--- config.mk ---
export PLATFORM = sky130hd
export DESIGN_NAME = status_flag_unit
export DESIGN_NICKNAME = d
export VERILOG_FILES = /design/src/rtl/arm_cond_pkg.sv /design/src/rtl/flag_pending_pipe.sv /design/src/rtl/status_flag_unit.sv
export SDC_FILE = /design/constraint.sdc
export NUM_CORES = 1
export LEC_CHECK = 0
export CORE_AREA = 3 3 40 42
export DETAILED_ROUTE_END_ITERATION = 12
export DIE_AREA = 0 0 43 45
export DONT_BUFFER_PORTS = 1
export SLEW_MARGIN = 5
export SYNTH_ARGS = -nofsm -noshare
export SYNTH_HDL_FRONTEND = slang
export SYNTH_SLANG_ARGS = --single-unit
--- constraint.sdc ---
create_clock -name clk -period 1.5 [get_ports clk]
set_clock_uncertainty 0.2 [all_clocks]
set_input_delay 0.45 -clock clk [delete_from_list [all_inputs] [get_ports clk]]
set_output_delay 0.45 -clock clk [all_outputs]
set_load 0.02 [all_outputs]
--- src/rtl/arm_cond_pkg.sv ---
// Shared ARM condition-code constants, flag bit positions and flag-vector type.
package arm_cond_pkg;

  typedef logic [3:0] flags_t;

  localparam int FLAG_N = 3;
  localparam int FLAG_Z = 2;
  localparam int FLAG_C = 1;
  localparam int FLAG_V = 0;

  localparam logic [3:0] COND_EQ = 4'b0000;
  localparam logic [3:0] COND_NE = 4'b0001;
  localparam logic [3:0] COND_CS = 4'b0010;
  localparam logic [3:0] COND_CC = 4'b0011;
  localparam logic [3:0] COND_MI = 4'b0100;
  localparam logic [3:0] COND_PL = 4'b0101;
  localparam logic [3:0] COND_VS = 4'b0110;
  localparam logic [3:0] COND_VC = 4'b0111;
  localparam logic [3:0] COND_HI = 4'b1000;
  localparam logic [3:0] COND_LS = 4'b1001;
  localparam logic [3:0] COND_GE = 4'b1010;
  localparam logic [3:0] COND_LT = 4'b1011;
  localparam logic [3:0] COND_GT = 4'b1100;
  localparam logic [3:0] COND_LE = 4'b1101;
  localparam logic [3:0] COND_AL = 4'b1110;
  localparam logic [3:0] COND_NV = 4'b1111;

  // AL and the 1111 encoding never look at the flags.
  function automatic logic cond_uses_flags(input logic [3:0] cond);
    return (cond != COND_AL) && (cond != COND_NV);
  endfunction

endpackage

--- src/rtl/flag_pending_pipe.sv ---
// Shift register of in-flight flag writers; bit FLAG_LAT-1 is the writer in EX this cycle.
// Flush kills the younger bits [FLAG_LAT-2:0]; the tail writer retires normally.
module flag_pending_pipe #(
  parameter int FLAG_LAT = 2
) (
  input  logic clk,
  input  logic rst_n,
  input  logic set_i,
  input  logic flush_i,
  output logic tail_o,
  output logic younger_o
);

  logic [FLAG_LAT-1:0] pend_q, pend_d;

  generate
    if (FLAG_LAT == 1) begin : g_single
      always_comb begin
        pend_d = set_i & ~flush_i;
      end
      assign younger_o = 1'b0;
    end else begin : g_multi
      always_comb begin
        pend_d = {(flush_i ? '0 : pend_q[FLAG_LAT-2:0]), set_i & ~flush_i};
      end
      assign younger_o = |pend_q[FLAG_LAT-2:0];
    end
  endgenerate

  assign tail_o = pend_q[FLAG_LAT-1];

  always_ff @(posedge clk or negedge rst_n) begin
    if (!rst_n) begin
      pend_q <= '0;
    end else begin
      pend_q <= pend_d;
    end
  end

endmodule

--- src/rtl/status_flag_unit.sv ---
// NZCV flag register with ID-stage condition interlock and sticky write-protocol checker.
// Optional STATUS_FLAG_FWD_EN bypasses the EX write onto flags and drops the tail-bit stall.
module status_flag_unit
  import arm_cond_pkg::*;
#(
  parameter int FLAG_LAT = 2
) (
  input  logic       clk,
  input  logic       rst_n,
  input  logic       id_valid,
  input  logic [3:0] id_cond,
  input  logic       id_set_flags,
  input  logic       flush,
  input  logic       exe_flags_we,
  input  logic [3:0] exe_flags,
  output logic [3:0] flags,
  output logic       cond_stall,
  output logic       issue,
  output logic       flag_err
);

  flags_t flags_q, flags_d;
  logic   flag_err_q, flag_err_d;
  logic   pend_tail, pend_younger;
  logic   stall_src;

  flag_pending_pipe #(
    .FLAG_LAT (FLAG_LAT)
  ) u_pend (
    .clk       (clk),
    .rst_n     (rst_n),
    .set_i     (issue & id_set_flags),
    .flush_i   (flush),
    .tail_o    (pend_tail),
    .younger_o (pend_younger)
  );

  always_comb begin
    flags_d    = exe_flags_we ? flags_t'(exe_flags) : flags_q;
    flag_err_d = flag_err_q | (exe_flags_we ^ pend_tail);
  end

`ifdef STATUS_FLAG_FWD_EN
  // The tail writer's result is visible through the bypass in the same cycle.
  assign stall_src = pend_younger;
  assign flags     = flags_d;
`else
  assign stall_src = pend_younger | pend_tail;
  assign flags     = flags_q;
`endif

  assign cond_stall = id_valid & cond_uses_flags(id_cond) & stall_src;
  assign issue      = id_valid & ~cond_stall & ~flush;
  assign flag_err   = flag_err_q;

  always_ff @(posedge clk or negedge rst_n) begin
    if (!rst_n) begin
      flags_q    <= '0;
      flag_err_q <= 1'b0;
    end else begin
      flags_q    <= flags_d;
      flag_err_q <= flag_err_d;
    end
  end

endmodule

## Word-level counts from Yosys, hierarchy flattened

Cells that the tools add are included.

| storage, ports and cells | value |
|---|---|
| bits in registers | 7 |
| latch bits | 0 |
| bits in writable memories | 0 |
| ROM bits | 0 |
| input bits | 14 |
| output and inout port bits | 7 |
| word-level logic and storage cells | 18 |
| memories kept | 0 |

| operators by class | value |
|---|---|
| $add $sub $neg | 0 |
| multiply operators | 0 |
| divide/modulo/power cells | 0 |
| magnitude comparators | 0 |
| equality and inequality tests | 2 |
| shift operators | 0 |
| muxes and demuxes | 1 |
| bitwise gates (word level) | 11 |
| reductions and logical operators | 1 |

Operators by type and width:

| kind | number |
|---|---|
| != test 4 bit, second input constant | 2 |
| bitwise AND 1 bit | 6 |
| NOT 1 bit | 2 |
| OR 1 bit | 2 |
| logical AND 1 bit | 1 |
| two-way mux 1 bit | 1 |
| bitwise XOR 1 bit | 1 |

## Logic depth before layout (Yosys ltp)

Gate-level depths: netlist of run 1.

| depth | value |
|---|---|
| word-level depth | 9 |
| gate-level depth with buffers | 2 |

## Hierarchy

A second synthesis of run 1 with hierarchy kept.

| unflattened totals | value |
|---|---|
| cell total of the unflattened synthesis | 22 |
| area total of the unflattened synthesis | 295.3 µm² |

By module, submodules not included:

| module | times used | cells an instance | area an instance (µm²) | sequential area each (µm²) |
|---|---|---|---|---|
| status_flag_unit | 1 | 18 | 232.7 | 125.1 |
| flag_pending_pipe | 1 | 4 | 62.6 | 50.0 |

## Least setup slack after synthesis of run 1

No wires, ideal clock.

| timing | value |
|---|---|
| path type | in2out |
| from | input port flush |
| to | output port issue |
| data arrival time | 949 ps |
| required time | 850 ps |
| setup slack | -99 ps |
| stages | 2 |
| path through | nand2b_1 -> a21oi_1 |

| on the way | value |
|---|---|
| longest elaborated chain between the ends | 2 |

Ends and longest elaborated chain:

| item | line | source |
|---|---|---|
| start: declaration | status_flag_unit.sv:13 | `input logic flush,` |
| NOT 1 bit | status_flag_unit.sv:53 | `assign issue = id_valid & ~cond_stall & ~flush;` |
| bitwise AND 1 bit | status_flag_unit.sv:53 |  |
| end: declaration | status_flag_unit.sv:18 | `output logic issue,` |

No other way between the ends.

## Worst setup path in the final report of run 1

| timing | value |
|---|---|
| from | register u_pend.pend_q[1] |
| to | output port issue |

| on the way | value |
|---|---|
| longest elaborated chain between the ends | 5 |

Ends and longest elaborated chain:

| item | line | source |
|---|---|---|
| start: declaration | flag_pending_pipe.sv:14 | `logic [FLAG_LAT-1:0] pend_q, pend_d;` |
| start signal: assignment | flag_pending_pipe.sv:36 | `pend_q <= pend_d;` |
| OR 1 bit | status_flag_unit.sv:48 | `assign stall_src = pend_younger \| pend_tail;` |
| bitwise AND 1 bit | status_flag_unit.sv:52 | `assign cond_stall = id_valid & cond_uses_flags(id_cond) & stall_src;` |
| NOT 1 bit | status_flag_unit.sv:53 |  |
| bitwise AND 1 bit (2 in a row) | status_flag_unit.sv:53 |  |

No other way between the ends.

==> results.json, run 1 <==
{
  "synth-seq-cells": 7,
  "leakage_nw": 0.168,
  "drtIter0Drc": 0,
  "maxSlewViolCount": 0,
  "ys_warn_count": 0,
  "num_vias": 209,
  "cpPeakStageDelay_ns": 0.37,
  "power_density_mw_per_mm2": 1100,
  "diodes": 0,
  "wire_per_inst_um": 12.7,
  "fin_ws_ns": -0.211,
  "wirelength_um": 582,
  "vias_per_cell": 4.54,
  "place_area_sq_um": 342,
  "tightest_slew_ns": 0.321,
  "cts_max_path_buffers": 2,
  "mostFrequentLayoutCell": "dfrtp_1",
  "vdd_drop_max_v": 0.000386,
  "fillerInstances": 129,
  "synthTopCellsByArea": "dfrtp_1 (61%), mux2_2 (16%), a211oi_2 (4.3%)",
  "path_cells": "o21a_1 -> a21oi_4",
  "hold_slack_ns": 0.0616,
  "die_y_um": 45,
  "worstPathMaxFanout": 3,
  "coreArea_sq_mm": 0.00128,
  "fp-row-count": 13,
  "path_class": "reg2out",
  "violations": "negative setup slack",
  "synth_top_cell_by_area": "dfrtp_1",
  "finalHoldViolCount": 0,
  "grt_start_max_net_pins": 8,
  "syn2layout_area_growth_pct": 36.4,
  "yosysSeqAreaShare_pct": 60.6,
  "hpwl_um": 437,
  "cts_buffers": 3,
  "critical_path_buf_inv_count": 0,
  "outcome": "finished with violations",
  "grt_pass1_wl_um": 855,
  "yosys.area.top_type_share_pct": 60.6,
  "layout.cells.most_common_list": "dfrtp_1 (7), buf_4 (5), mux2_2 (4)",
  "syn-cell-area_sq_um": 289,
  "cp.arrival_ns": 1.06,
  "first_pass_iters": 1,
  "ant_nets": 0,
  "setup.worst_path.end_class": "output pin",
  "grt_pass1_vias": 205,
  "cpMaxStageDelayCell": "dfrtp_1",
  "clkLatencyLatePin_ns": 0.25,
  "drc": 0,
  "antenna_found_initial": 0,
  "period_share_pct": 114,
  "clock-sinks": 7,
  "worstPathRequired_ns": 0.85,
  "die-area_sq_mm": 0.00194,
  "final_nets": 46,
  "yosysUniqueCellTypes": 11,
  "setup_viol": 2,
  "path_clk_slew_ns": 0.05,
  "rsz0062_at_grt": "yes",
  "fmaxAchievable_mhz": 584,
  "final_area_sq_um": 394,
  "finalCriticalPeriod_ns": 1.71,
  "start_util_pct": 22.5,
  "cp_top_family": "compound AO/OA/AOI/OAI gates",
  "drv_cap": 0,
  "place.gp.congestion": 0.719,
  "die_w_um": 43,
  "cts_root_buffer": "clkbuf_4",
  "htreeDepth": 1,
  "syn_avg_cell_area_sq_um": 13.8,
  "grt_overflow": 0,
  "placement.io_buffers": 0,
  "cts_tree": "done",
  "relSlewSlack_pct": 78.5,
  "io-pin-count": 21,
  "synth_cells": 21,
  "drive_above_1_share_pct": 48.4,
  "hold_path.class": "in2reg",
  "start_kind": "register",
  "grt_usage_pct": 6.63,
  "syn-num-nets": 35
}
## repair_timing
item / 4_1_cts / 5_1_grt
pin swaps: 2 / 0
hold buffers: 1 / 0
gates resized for setup: 2 / 0
endpoints found under the hold margin: 7 / 0
setup buffers: 0 / 1
cloned: 0 / 0
endpoints found under the setup margin: 2 / 2
## layout make-up
cell class                      instances  area (sq um)  area share, %
Multi-Input combinational cell         13           123           31.1
Clock buffer                            4          26.3           6.67
Inverter                                1          3.75          0.952
Tap cell                               15          18.8           4.76
Timing Repair Buffer                    6          47.5           12.1
Sequential cell                         7           175           44.4
## synth_stat cells
library cell / count
mux2_2: 4
a211oi_2: 1
nand2b_1: 2
nor2b_1: 1
and2_2: 1
o21a_1: 1
nand3_1: 1
xnor2_1: 1
inv_1: 1
dfrtp_1: 7
a21oi_1: 1
## cells by family after synthesis
logic type	count (synthesis)	share of synthesized area, %
buffers and inverters	1	1.30
DFF	7	60.6
and+or+nand+nor	5	10.8
AOI/OAI and AO/OA	3	8.66
xor gates and xnor gates	1	3.03
muxes	4	15.6
## final timing paths
path / startpoint / endpoint / depth (start not counted) / slack [ns]
setup / recovery: u_pend.pend_q[1] / issue / 2 / -0.21
hold / removal: flush / u_pend.pend_q[1] / 1 / 0.06
setup reg to reg: u_pend.pend_q[1] / u_pend.pend_q[0] / 4 / 0.15
hold reg to reg: u_pend.pend_q[0] / u_pend.pend_q[1] / 1 / 0.32
max in group asynchronous: rst_n / flags[0] / 1 / 0.53
min in group asynchronous: rst_n / flags[1] / 1 / 0.33
## sequential cells by signal (all words and copies together), names as in the netlist
| register | count |
|---|---|
| flags | 4 |
| u_pend.pend_q | 2 |
| flag_err | 1 |
## report_power, final
group	total (mW)	switching (mW)	internal [mW]
Clock	0.168	0.0671	0.101
Sequential	0.223	0.0215	0.202
Combinational	0.0427	0.0179	0.0248
Total	0.434	0.107	0.328
## layer usage
| metal | routed length [um] | GRT usage [%] |
|---|---|---|
| met5 | 0 | 0 |
| met4 | 0 | 1.81 |
| met3 | 127 | 6.77 |
| met2 | 247 | 9.28 |
| met1 | 207 | 6.90 |
## through the flow
stage | total power [mW] | setup WS [ns] | instances | util [%] | setup TNS (ns)
5_1_grt | 0.461 | -0.257 | 46 | 30.7 | -0.505
4_1_cts | 0.445 | -0.227 | 45 | 30.1 | -0.446
3_5_place_dp | 0.260 | 0.00166 | 40 | 26.6 | 0
3_3_place_gp | 0.259 | 0.00939 | 40 | 26.6 | 0
6_report | 0.434 | -0.211 | 46 | 30.7 | -0.415
2_1_floorplan | 0.250 | 0.0122 | 21 | - | 0
No activity file was read; power rests on OpenSTA's default activity.
==> run 2, diff against run 1 <==
--- a/config.mk
+++ b/config.mk
@@ -5,6 +5,7 @@
 export SDC_FILE = /design/constraint.sdc
 export NUM_CORES = 1
 export LEC_CHECK = 0
+export CAP_MARGIN = 30
 export CORE_AREA = 3 3 40 42
 export DETAILED_ROUTE_END_ITERATION = 12
 export DIE_AREA = 0 0 43 45
==> results of run 2 <==
No change in the layout: final DEF, timing and power equal those of run 1.
==> run 3, diff against run 2 <==
--- a/config.mk
+++ b/config.mk
@@ -9,7 +9,6 @@
 export CORE_AREA = 3 3 40 42
 export DETAILED_ROUTE_END_ITERATION = 12
 export DIE_AREA = 0 0 43 45
-export DONT_BUFFER_PORTS = 1
 export SLEW_MARGIN = 5
 export SYNTH_ARGS = -nofsm -noshare
 export SYNTH_HDL_FRONTEND = slang
==> constraint.sdc (replaced) <==
create_clock -name clk -period 1.5 [get_ports clk]
set_clock_uncertainty 0.2 [all_clocks]
set_input_delay 0.225 -clock clk [delete_from_list [all_inputs] [get_ports clk]]
set_output_delay 0.225 -clock clk [all_outputs]
set_load 0.02 [all_outputs]
==> run 3 against run 2 <==
Net effect: the run still ends with negative setup slack left; worst hold slack got worse by 0.024 ns; non-clock buffer count grew 18; highest routed layer unchanged; flip-flop and latch count stayed put.
==> results.json, run 3 (synthesis results as in run 1) <==
{
  "place_inst": 60,
  "grt_pass1_vias": 318,
  "relSlewSlack_pct": 78.9,
  "tightest_slew_ns": 0.315,
  "outcome": "finished with violations",
  "worstPathMaxFanout": 3,
  "grt_overflow": 0,
  "clkPwrFrac_pct": 34.8,
  "cts_root_buffer": "clkbuf_4",
  "final_nets": 64,
  "hpwl_um": 665,
  "period_share_pct": 106,
  "cp.arrival_ns": 1.16,
  "mostFrequentLayoutCell": "clkdlybuf4s50_1",
  "setup.worst_path.end_class": "output pin",
  "coreArea_sq_mm": 0.00128,
  "start_kind": "register",
  "first_pass_iters": 2,
  "vias_per_cell": 4.33,
  "path_class": "reg2out",
  "largest_reg_flops": 4,
  "p_sw_share_pct": 24.1,
  "drv_cap": 0,
  "finalHoldViolCount": 0,
  "met3_usage_pct": 3.98,
  "syn2layout_area_growth_pct": 96.1,
  "clkLatencyLatePin_ns": 0.24,
  "grt_start_max_net_pins": 8,
  "fp-row-count": 13,
  "cts_tree": "done",
  "use_met1_pct": 8.17,
  "use_met2_pct": 17.7,
  "maxSlewViolCount": 0,
  "wirelength_um": 791,
  "cts_buffers": 3,
  "antenna_found_initial": 0,
  "die_y_um": 45,
  "finalSetupTns_ns": -0.140,
  "io-pin-count": 21,
  "worstPathRequired_ns": 1.07,
  "drtIter0Drc": 1,
  "netSwitchingPower_uw": 116,
  "power_uw": 482,
  "finalCriticalPeriod_ns": 1.58,
  "place_ws_ns": -0.574,
  "fin_util_pct": 44.1,
  "hold_buffers": 0,
  "hold_path.class": "in2async",
  "diodes": 0,
  "path_clk_slew_ns": 0.05,
  "htreeDepth": 1,
  "grt_usage_pct": 9.33,
  "pwr-share-seq_pct": 42.9,
  "hold_slack_ns": 0.0371,
  "clock-sinks": 7,
  "cts_max_path_buffers": 2,
  "violations": "negative setup slack",
  "power_density_mw_per_mm2": 851,
  "drc": 0,
  "layout.cells.most_common_list": "clkdlybuf4s50_1 (11), dfrtp_1 (7), buf_4 (6)",
  "rsz0062_at_grt": "yes",
  "die-area_sq_mm": 0.00194,
  "r2r_start": "u_pend.pend_q[0]",
  "start_util_pct": 22.5,
  "wire_per_inst_um": 12.4,
  "fillerInstances": 125,
  "intPower_uw": 366,
  "setup_viol": 2,
  "post_cts_buffers": 0,
  "die_w_um": 43,
  "place_area_sq_um": 536,
  "place.gp.congestion": 0.712,
  "num_vias": 277,
  "placement.io_buffers": 19,
  "fmaxAchievable_mhz": 632,
  "p_comb_share_pct": 22.3,
  "ant_nets": 0,
  "vdd_drop_max_v": 0.000344,
  "final_area_sq_um": 567,
  "fin_ws_ns": -0.0827,
  "grt_pass1_wl_um": 1260,
  "crit_start": "u_pend.pend_q[0]",
  "drive_above_1_share_pct": 36.7,
  "leakage_nw": 0.254,
  "top_usage_layer": "met2",
  "finalNonFillerCells": 64
}
[run 3: repair_timing]
action | in CTS | in global routing
gates resized for setup | 16 | 4
pin swaps | 1 | 3
hold endpoints to repair | 0 | 0
endpoints found under the setup margin | 7 | 2
[run 3: worst paths after layout]
path | slack, ns | endpoint | cells after the start
max in group asynchronous | 0.83 | flag_err | 1
min | 0.04 | u_pend.pend_q[0] | 1
max | -0.08 | issue | 3
min reg2reg | 0.27 | flag_err | 1
max reg2reg | 0.28 | u_pend.pend_q[0] | 3
min in group clk | 0.22 | u_pend.pend_q[0] | 4
[run 3: final cells by class]
class / instances / area (sq um) / share of cell area, %
repair buffers: 24 / 223 / 39.3
well taps: 15 / 18.8 / 3.31
multi-input cells: 13 / 120 / 21.2
inverters: 1 / 3.75 / 0.662
clock buffers: 4 / 26.3 / 4.64
flip-flops and latches: 7 / 175 / 30.9
[run 3: layer usage]
metal,part of all wire (%),vias to the layer above
li1,-,129
met1,36,128
met2,51,20
met3,13,0
met4,0,0
met5,0,-
[run 3: power by group through the flow]
stage	Clock, mW	Combinational (mW)	Sequential (mW)
2_1_floorplan	0	0.0244	0.224
3_3_place_gp	0	0.111	0.210
3_5_place_dp	0	0.115	0.211
4_1_cts	0.177	0.107	0.207
5_1_grt	0.190	0.116	0.208
6_report	0.168	0.108	0.207
[run 3: critical path, stage by stage, from the launching register on]
cell	delay [ns]
dfrtp_1	0.38
o21a_1	0.23
a21oi_2	0.15
buf_4	0.15
==> edit 1 (flow settings as in run 3) <==
Reset style: synchronous (`rst_n`), changed in 2 clocked blocks.
--- a/src/rtl/flag_pending_pipe.sv
+++ b/src/rtl/flag_pending_pipe.sv
@@ -31,3 +31,3 @@
 
-  always_ff @(posedge clk or negedge rst_n) begin
+  always_ff @(posedge clk) begin
     if (!rst_n) begin
--- a/src/rtl/status_flag_unit.sv
+++ b/src/rtl/status_flag_unit.sv
@@ -55,3 +55,3 @@
 
-  always_ff @(posedge clk or negedge rst_n) begin
+  always_ff @(posedge clk) begin
     if (!rst_n) begin
Formal check against the unedited RTL: differs if rst_n is asserted again (counterexample within 4 cycles, from zero or initial values and one cycle with rst_n low); with rst_n held inactive, the same outputs for 10 cycles.
==> edit 1 against run 3 <==
  * Final area fell by 1.1%
  * Sequential cell count did not move
  * Synthesized area fell by 0.43%
  * Maximum frequency rose by 6.4%
  * Final cell count rose by 7.8%
  * Register-to-register slack got worse by 0.03 ns
  * First-iteration DRC count fell by 100%
  * Routed wire length fell by 19%
  * Non-clock buffer count rose by 1
  * Setup slack improved by 0.096 ns
  * Die area did not move
  * Power fell by 5.9%
  * Largest power group unchanged
==> edit 1: results (changes against run 3) <==
Layout
  – Finished Layout Cells: 69 (+7.8%)
  – Largest register FFs: 4 (unchanged)
  – # diodes: 0 (unchanged)
  – Layout cell share with drive strength beyond 1: 29.63% (-7.1 points)

Synth
  – Post-Synth Adder-Cell Area: 0% (unchanged)
  – Post-synthesis mux area share: 13.91% (-1.7 points)
  – Async set-reset flop share out of synthesis: 0% (-100 points)
  – Part of the Yosys area used for sequential elements: 48.70% (-12 points)
  – Unique cell type count in the Yosys netlist: 13 (+2)
  – Syn. warnings: 0 (unchanged)
  – Synth Flop Type: dfxtp_1
  – Post-synth net total: 40 (+14%)
  – Most frequent cells after synthesis: dfxtp_1, mux2i_1, nor2b_1, o21a_1
  – Area contributors post-synth: dfxtp_1, mux2i_1, nor2b_1, o21a_1, a211oi_2
  – Post-synthesis compound-gate area fraction: 11.30% (+2.6 points)
  – Mean post-synth cell area: 11.07 um2 (-20%)
  – Post-Synth XOR/XNOR Area: 3.043% (+0.013 points)
  – Most common cell in the netlist: dfxtp_1

Hold path
  – Hold Path Class: input port to flip-flop
  – Worst hold stages: 5

Setup path
  – Req. time, crit path: 1.07 ns (about the same)
  – Setup slack, reg-to-reg: 0.25 ns (-0.03 ns)
  – Worst path slowest cell: clkdlybuf4s50_1
  – Crit path largest cell delay: 0.41 ns (+0.03 ns)
  – R2r worst-path depth: 4 (+1)
  – Max FO, Critical Path: 2 (-1)

Clock tree
  – TritonCTS Buffers: 3 (unchanged)
  – CTS max path bufs: 2 (unchanged)
  – Root Driver: clkbuf_4
  – Reg clk slew, reported paths: 0.05 ns (about the same)
  – H-tree levels: 1 (unchanged)
  – Worst skew pair latency: 0.24 ns (about the same)

Die
  – Row count: 13 (unchanged)

Placement
  – GP Congestion: 0.6111 (-14%)
  – Cells after DPL: 63 (+5.0%)
  – Post-DP HPWL: 527.1 um (-21%)
  – Number of port buffers: 19 (unchanged)

Run status
  – Outcome: finished, final reports clean

STA
  – Slew @ Worst Pin: 0.2895 ns (-0.02567 ns)

Global route
  – Initial antenna violation count: 0 (unchanged)
  – Total GRT Usage: 8.514% (-0.81 points)
  – Vias in the first global route: 287 (-9.7%)
  – Largest net degree at the start of global routing: 8 (unchanged)
  – First-pass GRT wire length: 1.124 mm (-11%)

Detailed routing
  – DRT Pass-1 Iters: 1 (-1)
  – Routed WL per cell: 9.261 um (-25%)
  – Via Count: 277 (unchanged)
  – 1st-iter DRT viols: 0 (-1)
  – Final ANT Viol Nets: 0 (unchanged)

Power
  – P_leak: 0.2718 nW (+7.1%)
  – Max VDD drop: 0.4083 mV (+19%)
-- edit 1: timing repair --
item	4_1_cts	5_1_grt
endpoints found under the setup margin	7	2
endpoints found under the hold margin	0	0
buffers inserted	2	0
pin swaps	3	2
gates resized for setup	19	5
-- edit 1: logic make-up (layout without fill, tap and decap cells) --
| group | count (synthesis) | after routing |
|---|---|---|
| compound gates | 4 | 4 |
| xor+xnor | 1 | 1 |
| buf+inv | 1 | 29 |
| flops | 7 | 7 |
| mux | 4 | 4 |
| simple gates | 9 | 9 |
-- edit 1: layout make-up --
| class | instances | area [um2] |
|---|---|---|
| clock buffer | 4 | 26.28 |
| fill | 139 | 724.4 |
| multi-input combinational | 18 | 147.6 |
| sequential | 7 | 141.4 |
| tap | 15 | 18.77 |
| timing repair buffer | 25 | 226.5 |
-- edit 1: stage by stage --
stage	power, mW	hold slack, ns	cell area [um2]	setup TNS, ns	setup slack [ns]
2_1_floorplan	0.2412	0.1425	287.8	0	0.2126
3_3_place_gp	0.2987	0.2480	515.5	-0.9604	-0.4897
3_5_place_dp	0.2992	0.2636	515.5	-1.003	-0.5204
4_1_cts	0.4652	0.2708	548.0	-0.01264	-0.01264
5_1_grt	0.4862	0.2831	560.5	-0.05217	-0.02987
6_report	0.4541	0.2668	560.5	0	0.01278
-- edit 1: critical path: cells and delay by family --
family	cells	cell delay, ns
and+or+nand+nor	1	0.17
AOI/OAI and AO/OA	1	0.11
buffers and inverters	2	0.56
-- edit 1: layer usage --
metal | share of wire [%] | wire, um | up-vias | track usage (%)
met1 | 41 | 261 | 113 | 8.010
met4 | 0 | 0 | 0 | 9.036
li1 | - | - | 144 | -
met3 | 17 | 109 | 0 | 4.781
met2 | 42 | 268 | 20 | 12.57
met5 | 0 | 0 | - | 0
-- edit 1: where the power goes --
part,internal [mW],switching (mW)
clock network,0.101,0.0637
logic,0.0536,0.0358
registers,0.196,0.00388
-- edit 1: final timing paths --
kind                                     from                          end
setup / recovery                        flush                        issue
hold / removal                     id_cond[1]  u_pend.pend_q[0]$_SDFF_PN0_
setup reg to reg  u_pend.pend_q[0]$_SDFF_PN0_  u_pend.pend_q[0]$_SDFF_PN0_
hold reg to reg           flag_err$_SDFF_PN0_          flag_err$_SDFF_PN0_
==> edit 2 (flow settings as in run 3) <==
Made on the original files. Add a define of `STATUS_FLAG_FWD_EN`.
--- a/src/rtl/status_flag_unit.sv
+++ b/src/rtl/status_flag_unit.sv
@@ -2,2 +2,4 @@
 // Optional STATUS_FLAG_FWD_EN bypasses the EX write onto flags and drops the tail-bit stall.
+`define STATUS_FLAG_FWD_EN
+
 module status_flag_unit
Formal check against the unedited RTL: not equivalent (a bounded check fails within 4 cycles, from zero or initial values and one cycle with rst_n low).
==> edit 2 against run 3 <==
  * Power about the same
  * Setup slack improved by 0.10 ns
  * Count of clock-buffer cells in the layout unchanged
  * First-iteration DRC count decreased by 100%
  * Sequential cell count unchanged
  * Maximum frequency increased by 7.0%
  * Sequential share of layout area increased by 1.1 points
  * Final area decreased by 3.5%
  * Hold slack improved by 0.0012 ns
  * Synthesized area decreased by 4.8%
  * Routed wire length decreased by 12%
==> edit 2: results (changes against run 3) <==
Run status
  – Outcome: finished, final reports clean

Power
  – P_leak: 0.2563 nW (+0.97%)
  – Combinational gate power: 0.116 mW (+7%)
  – Max VDD drop: 0.2999 mV (-13%)
  – Power in the clock group: 0.160 mW (-5%)
  – Internal power: 0.3714 mW (+1.4%)

Layout
  – Post-layout net count: 59 (-7.8%)
  – Layout cell share with drive strength beyond 1: 43.18% (+6.4 points)

Placement
  – Post-DP HPWL: 550.2 um (-17%)
  – GP Congestion: 0.7834 (+10%)
  – Post-place setup slack: -0.6462 ns (-0.07170 ns)
  – Placed cell area: 491.7 um2 (-8.2%)
  – Cells after DPL: 55 (-8.3%)

Detailed routing
  – 1st-iter DRT viols: 0 (-1)
  – Met3 WL: 105 um (+4.0%)
  – Via Count: 242 (-13%)
  – DRT Pass-1 Iters: 1 (-1)
  – M1 WL: 272 um (-4.9%)

Synth
  – Area contributors post-synth: dfrtp_1, mux2_2, nand2b_1, xnor2_1, a211oi_1
  – Mean post-synth cell area: 13.76 um2 (about the same)
  – Post-synth net total: 34 (-2.9%)
  – Unique cell type count in the Yosys netlist: 10 (-1)
  – Part of the Yosys area used for sequential elements: 63.64% (+3.0 points)

Setup path
  – Worst Path Arrival: 1.05 ns (-0.11 ns)
  – Max FO, Critical Path: 2 (-1)

STA
  – Slew Limit Headroom: 79.70% (+0.78 points)

Global route
  – Total GRT Usage: 9.160% (-0.17 points)
  – Vias in the first global route: 273 (-14%)
  – First-pass GRT wire length: 1.179 mm (-6.6%)
## edit 2: path summary, 6_finish.rpt
| check | cells past startpoint | slack (ns) | from | end |
|---|---|---|---|---|
| min in group clk | 3 | 0.12 | id_valid | u_pend.pend_q[0]$_DFF_PN0_ |
| setup reg to reg | 1 | 0.54 | flags_q[2]$_DFF_PN0_ | flags_q[2]$_DFF_PN0_ |
| hold reg to reg | 1 | 0.27 | flag_err$_DFF_PN0_ | flag_err$_DFF_PN0_ |
| setup / recovery | 3 | 0.02 | exe_flags[1] | flags[1] |
| hold / removal | 1 | 0.04 | rst_n | u_pend.pend_q[0]$_DFF_PN0_ |
| max in group asynchronous | 1 | 0.83 | rst_n | flags_q[2]$_DFF_PN0_ |
## edit 2: layout make-up
cell class              count  area, um2  share of cell area, %
multi-input cells          12      128.9                  23.57
well taps                  15      18.77                  3.432
inverters                   1      3.754                 0.6865
repair buffers             20      193.9                  35.47
clock buffers               4      26.28                  4.805
flip-flops and latches      7      175.2                  32.04
## edit 2: critical path: stages
cell,delay [ns]
clkdlybuf4s50_1,0.40
mux2_2,0.29
buf_6,0.14
## edit 2: repair_timing
| action | 4_1_cts | 5_1_grt |
|---|---|---|
| gates resized for setup | 39 | 11 |
| setup buffers | 0 | 0 |
| setup endpoints to repair | 7 | 5 |
| pin swaps | 3 | 0 |
## edit 2: routing by layer
layer  global-route usage [%]  vias up
li1                         -      115
met1                    9.653      107
met2                    12.57       20
met3                    6.375        0
met4                    7.229        0
met5                        0        -
## edit 2: logic make-up (layout without fill, tap and decap cells)
logic type	Yosys count	after routing	synth area share, %
flip-flops	7	7	63.64
AND/OR/NAND/NOR	5	5	10.91
multiplexers	4	4	16.36
AO/OA/AOI/OAI	2	2	4.545
XOR/XNOR	1	1	3.182
buffers and inverters	1	25	1.362
